$ cat config.mk
export PLATFORM = sky130hd
export DESIGN_NAME = ir_queue
export DESIGN_NICKNAME = d
export VERILOG_FILES = /design/src/rtl/ir_pkg.sv /design/src/rtl/ir_fifo.sv /design/src/rtl/ir_queue.sv
export SDC_FILE = /design/constraint.sdc
export NUM_CORES = 1
export LEC_CHECK = 0
export ABC_AREA = 1
export BUFFER_PORTS_ARGS = -buffer_cell sky130_fd_sc_hd__buf_2
export CAP_MARGIN = 10
export CORE_MARGIN = 3
export CORE_UTILIZATION = 52
export CTS_CLUSTER_SIZE = 30
export DETAILED_ROUTE_END_ITERATION = 10
export PLACE_DENSITY = 0.79
export RECOVER_POWER = 25
export REMOVE_ABC_BUFFERS = 1
export SYNTH_ARGS = -nofsm -noshare
export SYNTH_HDL_FRONTEND = slang
export SYNTH_SLANG_ARGS = --single-unit
export TNS_END_PERCENT = 20
$ cat constraint.sdc
create_clock -name clk -period 3.8 [get_ports clk]
set_input_delay 0.57 -clock clk [delete_from_list [all_inputs] [get_ports clk]]
set_output_delay 0.57 -clock clk [all_outputs]
set_load 0.02 [all_outputs]
$ cat src/rtl/ir_pkg.sv
// Shared constants for the instruction register / prefetch queue.
// Field bit positions and the opcode values that control decodes.
package ir_pkg;

  localparam int OP_HI    = 31;
  localparam int OP_LO    = 26;
  localparam int RS_HI    = 25;
  localparam int RS_LO    = 21;
  localparam int RT_HI    = 20;
  localparam int RT_LO    = 16;
  localparam int RD_HI    = 15;
  localparam int RD_LO    = 11;
  localparam int SHAMT_HI = 10;
  localparam int SHAMT_LO = 6;
  localparam int FUNCT_HI = 5;
  localparam int FUNCT_LO = 0;
  localparam int IMM_HI   = 15;
  localparam int IMM_LO   = 0;
  localparam int ADDR_HI  = 25;
  localparam int ADDR_LO  = 0;

  localparam logic [5:0] OP_RTYPE = 6'h00;
  localparam logic [5:0] OP_J     = 6'h02;
  localparam logic [5:0] OP_JAL   = 6'h03;
  localparam logic [5:0] OP_BEQ   = 6'h04;
  localparam logic [5:0] OP_BNE   = 6'h05;
  localparam logic [5:0] OP_ADDI  = 6'h08;
  localparam logic [5:0] OP_ADDIU = 6'h09;
  localparam logic [5:0] OP_SLTI  = 6'h0A;
  localparam logic [5:0] OP_ANDI  = 6'h0C;
  localparam logic [5:0] OP_ORI   = 6'h0D;
  localparam logic [5:0] OP_LUI   = 6'h0F;
  localparam logic [5:0] OP_LW    = 6'h23;
  localparam logic [5:0] OP_SW    = 6'h2B;

endpackage

$ cat src/rtl/ir_fifo.sv
// Prefetch FIFO: word+PC storage, wrapping pointers and occupancy.
// Head is presented show-ahead straight from storage.
module ir_fifo #(
  parameter int WIDTH = 32,
  parameter int DEPTH = 4,
  parameter int PC_W  = 32
) (
  input  logic                     clk,
  input  logic                     rst,
  input  logic                     flush,
  input  logic                     in_valid,
  output logic                     in_ready,
  input  logic [WIDTH-1:0]         in_instr,
  input  logic [PC_W-1:0]          in_pc,
  output logic                     out_valid,
  input  logic                     out_ready,
  output logic [$clog2(DEPTH):0]   count,
  output logic [WIDTH-1:0]         head_instr,
  output logic [PC_W-1:0]          head_pc,
  output logic                     pop
);

  localparam int AW = $clog2(DEPTH);
  localparam int CW = AW + 1;

  logic [WIDTH-1:0] mem_instr [DEPTH];
  logic [PC_W-1:0]  mem_pc    [DEPTH];
  logic [AW-1:0]    wr_ptr;
  logic [AW-1:0]    rd_ptr;
  logic             push;

  assign in_ready   = count < CW'(DEPTH);
  assign out_valid  = count != '0;
  assign push       = in_valid && in_ready && !flush;
  assign pop        = out_valid && out_ready && !flush;
  assign head_instr = mem_instr[rd_ptr];
  assign head_pc    = mem_pc[rd_ptr];

  always_ff @(posedge clk) begin
    if (rst || flush) begin
      wr_ptr <= '0;
      rd_ptr <= '0;
      count  <= '0;
    end else begin
      if (push) wr_ptr <= wr_ptr + 1'b1;
      if (pop)  rd_ptr <= rd_ptr + 1'b1;
      if (push && !pop)      count <= count + 1'b1;
      else if (pop && !push) count <= count - 1'b1;
    end
  end

  // Storage is deliberately left unreset.
  always_ff @(posedge clk) begin
    if (push) begin
      mem_instr[wr_ptr] <= in_instr;
      mem_pc[wr_ptr]    <= in_pc;
    end
  end

endmodule

$ cat src/rtl/ir_queue.sv
// Instruction register fed by a prefetch queue; exposes MIPS fields.
// ir loads only on a pop and otherwise holds for the instruction.
module ir_queue
  import ir_pkg::*;
#(
  parameter int WIDTH = 32,
  parameter int DEPTH = 4,
  parameter int PC_W  = 32
) (
  input  logic                   clk,
  input  logic                   rst,
  input  logic                   flush,
  input  logic                   in_valid,
  output logic                   in_ready,
  input  logic [WIDTH-1:0]       in_instr,
  input  logic [PC_W-1:0]        in_pc,
  output logic                   out_valid,
  input  logic                   out_ready,
  output logic [$clog2(DEPTH):0] count,
  output logic [WIDTH-1:0]       ir,
  output logic [PC_W-1:0]        ir_pc,
  output logic [5:0]             opcode,
  output logic [4:0]             rs,
  output logic [4:0]             rt,
  output logic [4:0]             rd,
  output logic [4:0]             shamt,
  output logic [5:0]             funct,
  output logic [15:0]            imm16,
  output logic [25:0]            addr26
);

  logic [WIDTH-1:0] head_instr;
  logic [PC_W-1:0]  head_pc;
  logic             pop;

  ir_fifo #(
    .WIDTH (WIDTH),
    .DEPTH (DEPTH),
    .PC_W  (PC_W)
  ) u_fifo (
    .clk        (clk),
    .rst        (rst),
    .flush      (flush),
    .in_valid   (in_valid),
    .in_ready   (in_ready),
    .in_instr   (in_instr),
    .in_pc      (in_pc),
    .out_valid  (out_valid),
    .out_ready  (out_ready),
    .count      (count),
    .head_instr (head_instr),
    .head_pc    (head_pc),
    .pop        (pop)
  );

  always_ff @(posedge clk) begin
    if (rst) begin
      ir    <= '0;
      ir_pc <= '0;
    end else if (pop) begin
      ir    <= head_instr;
      ir_pc <= head_pc;
    end
  end

  assign opcode = ir[OP_HI:OP_LO];
  assign rs     = ir[RS_HI:RS_LO];
  assign rt     = ir[RT_HI:RT_LO];
  assign rd     = ir[RD_HI:RD_LO];
  assign shamt  = ir[SHAMT_HI:SHAMT_LO];
  assign funct  = ir[FUNCT_HI:FUNCT_LO];
  assign imm16  = ir[IMM_HI:IMM_LO];
  assign addr26 = ir[ADDR_HI:ADDR_LO];

endmodule

==> flow_summary.yaml, run 1 <==
run_status:
  status: "completed"
floorplan:
  die_area_mm2: 0.0298
  die_x_um: 173
  die_height_um: 173
  pin_count: 212
  rows: 60
  design.core.area_mm2: 0.0271
  initial_core_util_pct: 53.3
run:
  cap_viol_max_count: 0
global_route:
  grt_max_degree: 86
  grt_use_total_pct: 18.9
  grt-ovfl-total: 0
  grt_pass1_vias: 9539
  antenna_found_initial: 1
  grt_pass1_wl_um: 46200
cells_and_area:
  syn2layout_area_growth_pct: 11.9
  fin_area_mm2: 0.0162
  drive_gt1_share_pct: 13.7
  fin_nets: 1744
  num-fill-cells: 2247
  finalNonFillerCells: 2067
cts:
  numCtsBuffers: 34
  cts_tree: "yes"
  clk_path_buf_depth: 3
  clkTransAtPathRegs_ns: 0.05
  post_cts_resized: 0
  cts.sink_count: 327
  hold_buffers: 0
  insertion_delay_ns: 0.50
  post_cts_buffers: 0
  cts-htree-levels: 2
  root_buffer: "clkbuf_16"
worst_setup_path:
  cp_slowest_stage_delay_ns: 0.79
  cp_cell_sequence: "buf_4 > nand2_1 > nand3_1 > nand2_1 > nor2_1 > nor2_1"
  reg2reg_slack_ns: 1.51
  startpoint_type: "flop"
  crit_slowest_cell: "buf_4"
  cp_max_fo: 85
  critical_path_class: "reg2reg"
  end_kind: "flop"
  r2r_end: "ir_pc[13]$_SDFFE_PP0P_"
  rr_worst_depth: 6
  critPathArrivalTime_ns: 2.66
  r2r_start: "u_fifo.rd_ptr[0]$_SDFFE_PP0P_"
  required_ns: 4.18
drt:
  vias: 9614
  drt-total-wl_um: 28300
  via_per_inst: 4.65
  drc: 0
  drt.antenna.violating_nets: 0
  drt-initial-drc-count: 654
  first_pass_iters: 5
  wl_per_cell_um: 13.7
placed_design:
  dpl_worst_slack_ns: 1.26
  place_area_mm2: 0.0151
  dp_cells: 2005
  post-dp-hpwl_um: 16200
  io_buffers: 211
  place_congestion: 0.747
sta:
  worstMarginPinSlew_ns: 0.989
  rsz0062_at_grt: "false"
  period_share_pct: 60.2
  timing.final.setup_violations: 0
  fmax_ghz: 0.437
  period_minus_slack_ns: 2.29
  setup_slack_ns: 1.51
  hold_violations: 0
  fin_skew_ns: 0.0113
  relSlewSlack_pct: 34.1
  slew_viol_final: 0
logic_synthesis:
  synthCells: 1546
  synth.avg_cell_area_um2: 9.35
  ys_ff_latch: 327
  synth.distinct_cells: 20
  syn_area_mm2: 0.0144
  seq_area_frac_synth_pct: 63.0
  yosysWarnings: 0
power_and_ir_drop:
  p_per_area_mw_per_mm2: 472
  leakage_uw: 0.00787
  irDropWorstVdd_mv: 0.306
hold_path:
  whs_path_depth: 1
  min_path_type: "in2reg"
  hold_path_end: "u_fifo.mem_pc[2][19]$_DFFE_PP_"
  timing.hold.worst.start: "in_pc[19]"
==> how the worst max path moves through the flow <==
stage,startpoint,end,slack (ns),depth (start not counted)
2_1_floorplan,u_fifo.rd_ptr[0]$_SDFFE_PP0P_,u_fifo.rd_ptr[1]$_SDFFE_PP0P_,-0.81,5
3_3_place_gp,flush,u_fifo.count[2]$_SDFFE_PP0P_,1.33,13
3_5_place_dp,flush,u_fifo.count[2]$_SDFFE_PP0P_,1.26,13
4_1_cts,u_fifo.rd_ptr[0]$_SDFFE_PP0P_,ir_pc[13]$_SDFFE_PP0P_,1.54,6
5_1_grt,u_fifo.rd_ptr[0]$_SDFFE_PP0P_,ir[5]$_SDFFE_PP0P_,1.35,6
6_report,u_fifo.rd_ptr[0]$_SDFFE_PP0P_,ir_pc[13]$_SDFFE_PP0P_,1.51,6
==> report_power, final <==
part | total [uW] | leakage [uW] | switching (uW) | internal, uW
clock | 3150 | 0.000525 | 1250 | 1900
combinational | 498 | 0.00444 | 345 | 153
sequential | 3980 | 0.00290 | 39.7 | 3940
total | 7630 | 0.00787 | 1640 | 6000
==> synthesized netlist by cell type <==
library cell | n | area [um2]
a21oi_1 | 5 | 25.0
buf_1 | 2 | 7.51
buf_2 | 26 | 130
buf_4 | 77 | 578
buf_6 | 25 | 282
clkbuf_1 | 7 | 26.3
dfxtp_1 | 71 | 1420
edfxtp_1 | 256 | 7690
fa_1 | 1 | 20.0
ha_1 | 5 | 62.6
inv_1 | 335 | 1260
inv_2 | 2 | 7.51
nand2_1 | 457 | 1720
nand2_4 | 1 | 11.3
nand3_1 | 132 | 661
nand3_2 | 1 | 10.0
nand4_1 | 1 | 6.26
nor2_1 | 138 | 518
nor2_2 | 1 | 6.26
o21ai_0 | 3 | 15.0
==> flip-flops by register name (all words and copies together), names as in the netlist <==
register,cells
ir_pc,32
u_fifo.mem_instr,128
u_fifo.count,3
ir,32
u_fifo.mem_pc,128
u_fifo.rd_ptr,2
u_fifo.wr_ptr,2
==> logic make-up after synthesis <==
kind of cell / synth area share, %
fa+ha+maj: 0.572
simple gates: 20.3
buf+inv: 15.8
flops: 63.0
compound gates: 0.277
==> routing by layer <==
| layer | vias to the layer above | wire length, um | global-route usage (%) |
|---|---|---|---|
| li1 | 4861 | - | - |
| met1 | 4393 | 11900 | 23.4 |
| met2 | 299 | 13800 | 33.2 |
| met3 | 59 | 1990 | 4.04 |
| met4 | 2 | 627 | 6.42 |
| met5 | - | 9 | 0 |
==> critical path, delay by kind of cell, from the launching register on <==
| kind | cells | cell delay [ns] |
|---|---|---|
| simple gates | 5 | 0.52 |
| buf+inv | 1 | 0.79 |
| flops | 1 | 0.69 |
==> stage by stage <==
| step | hold WS [ns] | power [uW] | utilization [%] | setup TNS [ns] |
|---|---|---|---|---|
| 6_report | 0.299 | 7630 | 59.6 | 0 |
| 5_1_grt | 0.294 | 7930 | 59.6 | 0 |
| 4_1_cts | 0.261 | 7720 | 59.9 | 0 |
| 3_5_place_dp | 0.496 | 4560 | 55.9 | 0 |
| 3_3_place_gp | 0.494 | 4550 | 55.9 | 0 |
| 2_1_floorplan | 0.490 | 4370 | - | -114.36 |
==> cell usage in the layout (no fill, tap or decap), drive strengths merged <==
master    count
nand2       458
inv         337
edfxtp      256
buf         174
nor2        139
nand3       133
clkbuf      108
dfxtp        71
a21oi         5
ha            5
o21ai         3
clkinv        2
diode         1
nand4         1
fa            1
clkinvlp      1
==> cell type report <==
class	instances	area (um2)	share of cell area, %
sequential	327	9120	56.4
clock inverter	3	17.5	0.108
inverter	337	1270	7.84
timing repair buffer	224	1140	7.06
multi-input combinational	745	3090	19.1
tap	372	465	2.88
clock buffer	58	1060	6.59
antenna	1	2.50	0.0155
(Power assumes the default switching activity.)
==> inputs of run 2 (changes only) <==
==> constraint.sdc (replaced) <==
create_clock -name clk -period 1.95 [get_ports clk]
set_input_delay 0.2925 -clock clk [delete_from_list [all_inputs] [get_ports clk]]
set_output_delay 0.2925 -clock clk [all_outputs]
set_load 0.02 [all_outputs]
==> flow_summary.yaml, run 2 (synthesis gave the netlist of run 1 again) <==
run_status:
  status: "completed"
worst_setup_path:
  cp_cell_sequence: "nor2_2 > nand2_4 > nand3_4 > ha_1 > inv_1 > fa_2 > inv_1 > nand2_1 > nand3_1 > nand2_1 > nand2_1 > nor2_1"
  cp_top_family: "simple AND/OR/NAND/NOR gates"
  path_buf_inv: 2
  cp_slowest_stage_delay_ns: 0.35
  reg2reg_slack_ns: 0.19
  r2r_end: "u_fifo.count[2]$_SDFFE_PP0P_"
  crit_cells: 12
  startpoint_type: "flop"
  endpoint: "u_fifo.count[2]$_SDFFE_PP0P_"
  end_kind: "flop"
  cp_max_fo: 6
  crit_slowest_cell: "dfxtp_1"
  cp_common_cell: "nand2_1"
  critPathLaunch: "u_fifo.count[1]$_SDFFE_PP0P_"
  critical_path_class: "reg2reg"
  required_ns: 2.36
  critPathArrivalTime_ns: 2.17
  rr_worst_depth: 12
  r2r_start: "u_fifo.count[1]$_SDFFE_PP0P_"
placed_design:
  place_congestion: 0.759
  dp_cells: 2016
  post-dp-hpwl_um: 17800
  io_buffers: 211
sta:
  slew_viol_final: 0
  worstMarginPinSlew_ns: 0.641
  hold_violations: 0
  fmax_ghz: 0.567
  relSlewSlack_pct: 57.2
  period_share_pct: 90.4
  fin_skew_ns: 0.0129
  final.setup.tns_ns: 0
  rsz0062_at_grt: "false"
  timing.final.setup_violations: 0
  period_minus_slack_ns: 1.76
drt:
  via_per_inst: 4.72
  vias: 10100
  drt-initial-drc-count: 676
  first_pass_iters: 7
  drc: 0
  dr.max_layer_used: "met4"
  wl_per_cell_um: 14.4
  drt.antenna.violating_nets: 0
  wl_met3_um: 2090
  route.met2.wl_um: 15400
  drt-total-wl_um: 30900
  wl_met1_um: 12700
power_and_ir_drop:
  p_int_uw: 12000
  p_sw_uw: 3420
  p_per_area_mw_per_mm2: 905
  p_comb_share_pct: 7.3
  switching_share_pct: 22.2
  clkPwrFrac_pct: 42.5
  p_total_uw: 15400
  irDropWorstVdd_mv: 0.710
  p_seq_share_pct: 50.2
  leakage_uw: 0.00827
cells_and_area:
  layout_common_cells: "457 x nand2_1, 334 x inv_1, 256 x edfxtp_1"
  fin_nets: 1815
  reg_top3: "u_fifo.mem_instr (128), u_fifo.mem_pc (128)"
  final_core_util_pct: 63.0
  finalNonFillerCells: 2141
  area.sequential_mm2: 0.00912
  num-fill-cells: 2120
  drive_gt1_share_pct: 14.4
  multi_input_area_mm2: 0.00309
  final_common_cell: "nand2_1"
  syn2layout_area_growth_pct: 18.1
hold_path:
  min_path_type: "in2reg"
  whs_path_depth: 1
floorplan:
  rows: 60
  pin_count: 212
  die_height_um: 173
  initial_core_util_pct: 53.3
  die_x_um: 173
  die_area_mm2: 0.0298
  design.core.area_mm2: 0.0271
cts:
  root_buffer: "clkbuf_16"
  clk_path_buf_depth: 3
  insertion_delay_ns: 0.51
  cts.sink_count: 327
  post_cts_buffers: 0
  numCtsBuffers: 35
  clkTransAtPathRegs_ns: 0.06
  cts_tree: "yes"
  cts-htree-levels: 2
global_route:
  grt_max_degree: 129
  grt_use_total_pct: 20.2
  grt-ovfl-total: 0
  antenna_found_initial: 2
  grt_pass1_vias: 10200
  grt_pass1_wl_um: 49300
run:
  cap_viol_max_count: 0
==> run 2: changes by cell type in the layout (fill, tap and decap cells not counted), moves of 3 or more <==
cell | previous run | this run
buf_12 | 4 | 16
clkbuf_1 | 65 | 54
clkinv_1 | 0 | 3
clkinv_2 | 2 | 7
dlygate4sd3_1 | 0 | 59
bufinv_16 | 0 | 3
inv_6 | 0 | 3
==> run 2: how the worst min path moves through the flow <==
stage | slack, ns | start | to
floorplan | 0.39 | in_instr[0] | u_fifo.mem_instr[0][0]$_DFFE_PP_
global placement | 0.49 | ir_pc[5]$_SDFFE_PP0P_ | ir_pc[5]$_SDFFE_PP0P_
detailed placement | 0.50 | ir_pc[2]$_SDFFE_PP0P_ | ir_pc[2]$_SDFFE_PP0P_
CTS | 0.004 | in_pc[20] | u_fifo.mem_pc[0][20]$_DFFE_PP_
global route | 0.08 | in_pc[20] | u_fifo.mem_pc[0][20]$_DFFE_PP_
finish | 0.09 | in_pc[20] | u_fifo.mem_pc[0][20]$_DFFE_PP_
==> run 2: what timing repair did <==
| item | in CTS | in global routing |
|---|---|---|
| endpoints found under the setup margin | 0 | 1 |
| endpoints found under the hold margin | 233 | 0 |
| resized for setup | 0 | 1 |
| hold buffers | 59 | 0 |
==> run 2: area by class of cell <==
class	instances	share of cell area [%]
antenna	2	0.0293
sequential	327	53.4
tap	372	2.73
multi-input combinational	745	18.1
timing repair buffer	294	11.5
inverter	337	7.43
clock inverter	17	0.997
clock buffer	47	5.75
==> run 2: per-layer routing <==
layer	global-route usage [%]	vias to the layer above
met4	7.60	0
met1	24.5	4677
li1	-	5014
met3	3.95	65
met2	35.9	341
met5	0	-
==> run 2: per-stage QoR <==
| stage | hold WS [ns] | setup WS [ns] | instance area [um2] |
|---|---|---|---|
| global placement | 0.495 | 0.205 | 15400 |
| global route | 0.0849 | 0.0253 | 17100 |
| finish | 0.0891 | 0.188 | 17100 |
| floorplan | 0.391 | -2.66 | 13400 |
| CTS | 0.00418 | 0.168 | 17100 |
| detailed placement | 0.496 | 0.134 | 15400 |
==> run 2: power by group through the flow <==
stage | clock network [uW] | registers [uW] | logic (uW)
6_report | 6570 | 7750 | 1120
5_1_grt | 6980 | 7770 | 1240
4_1_cts | 6700 | 7750 | 1140
3_5_place_dp | 0 | 7900 | 1030
3_3_place_gp | 0 | 7890 | 997
2_1_floorplan | 0 | 8100 | 413
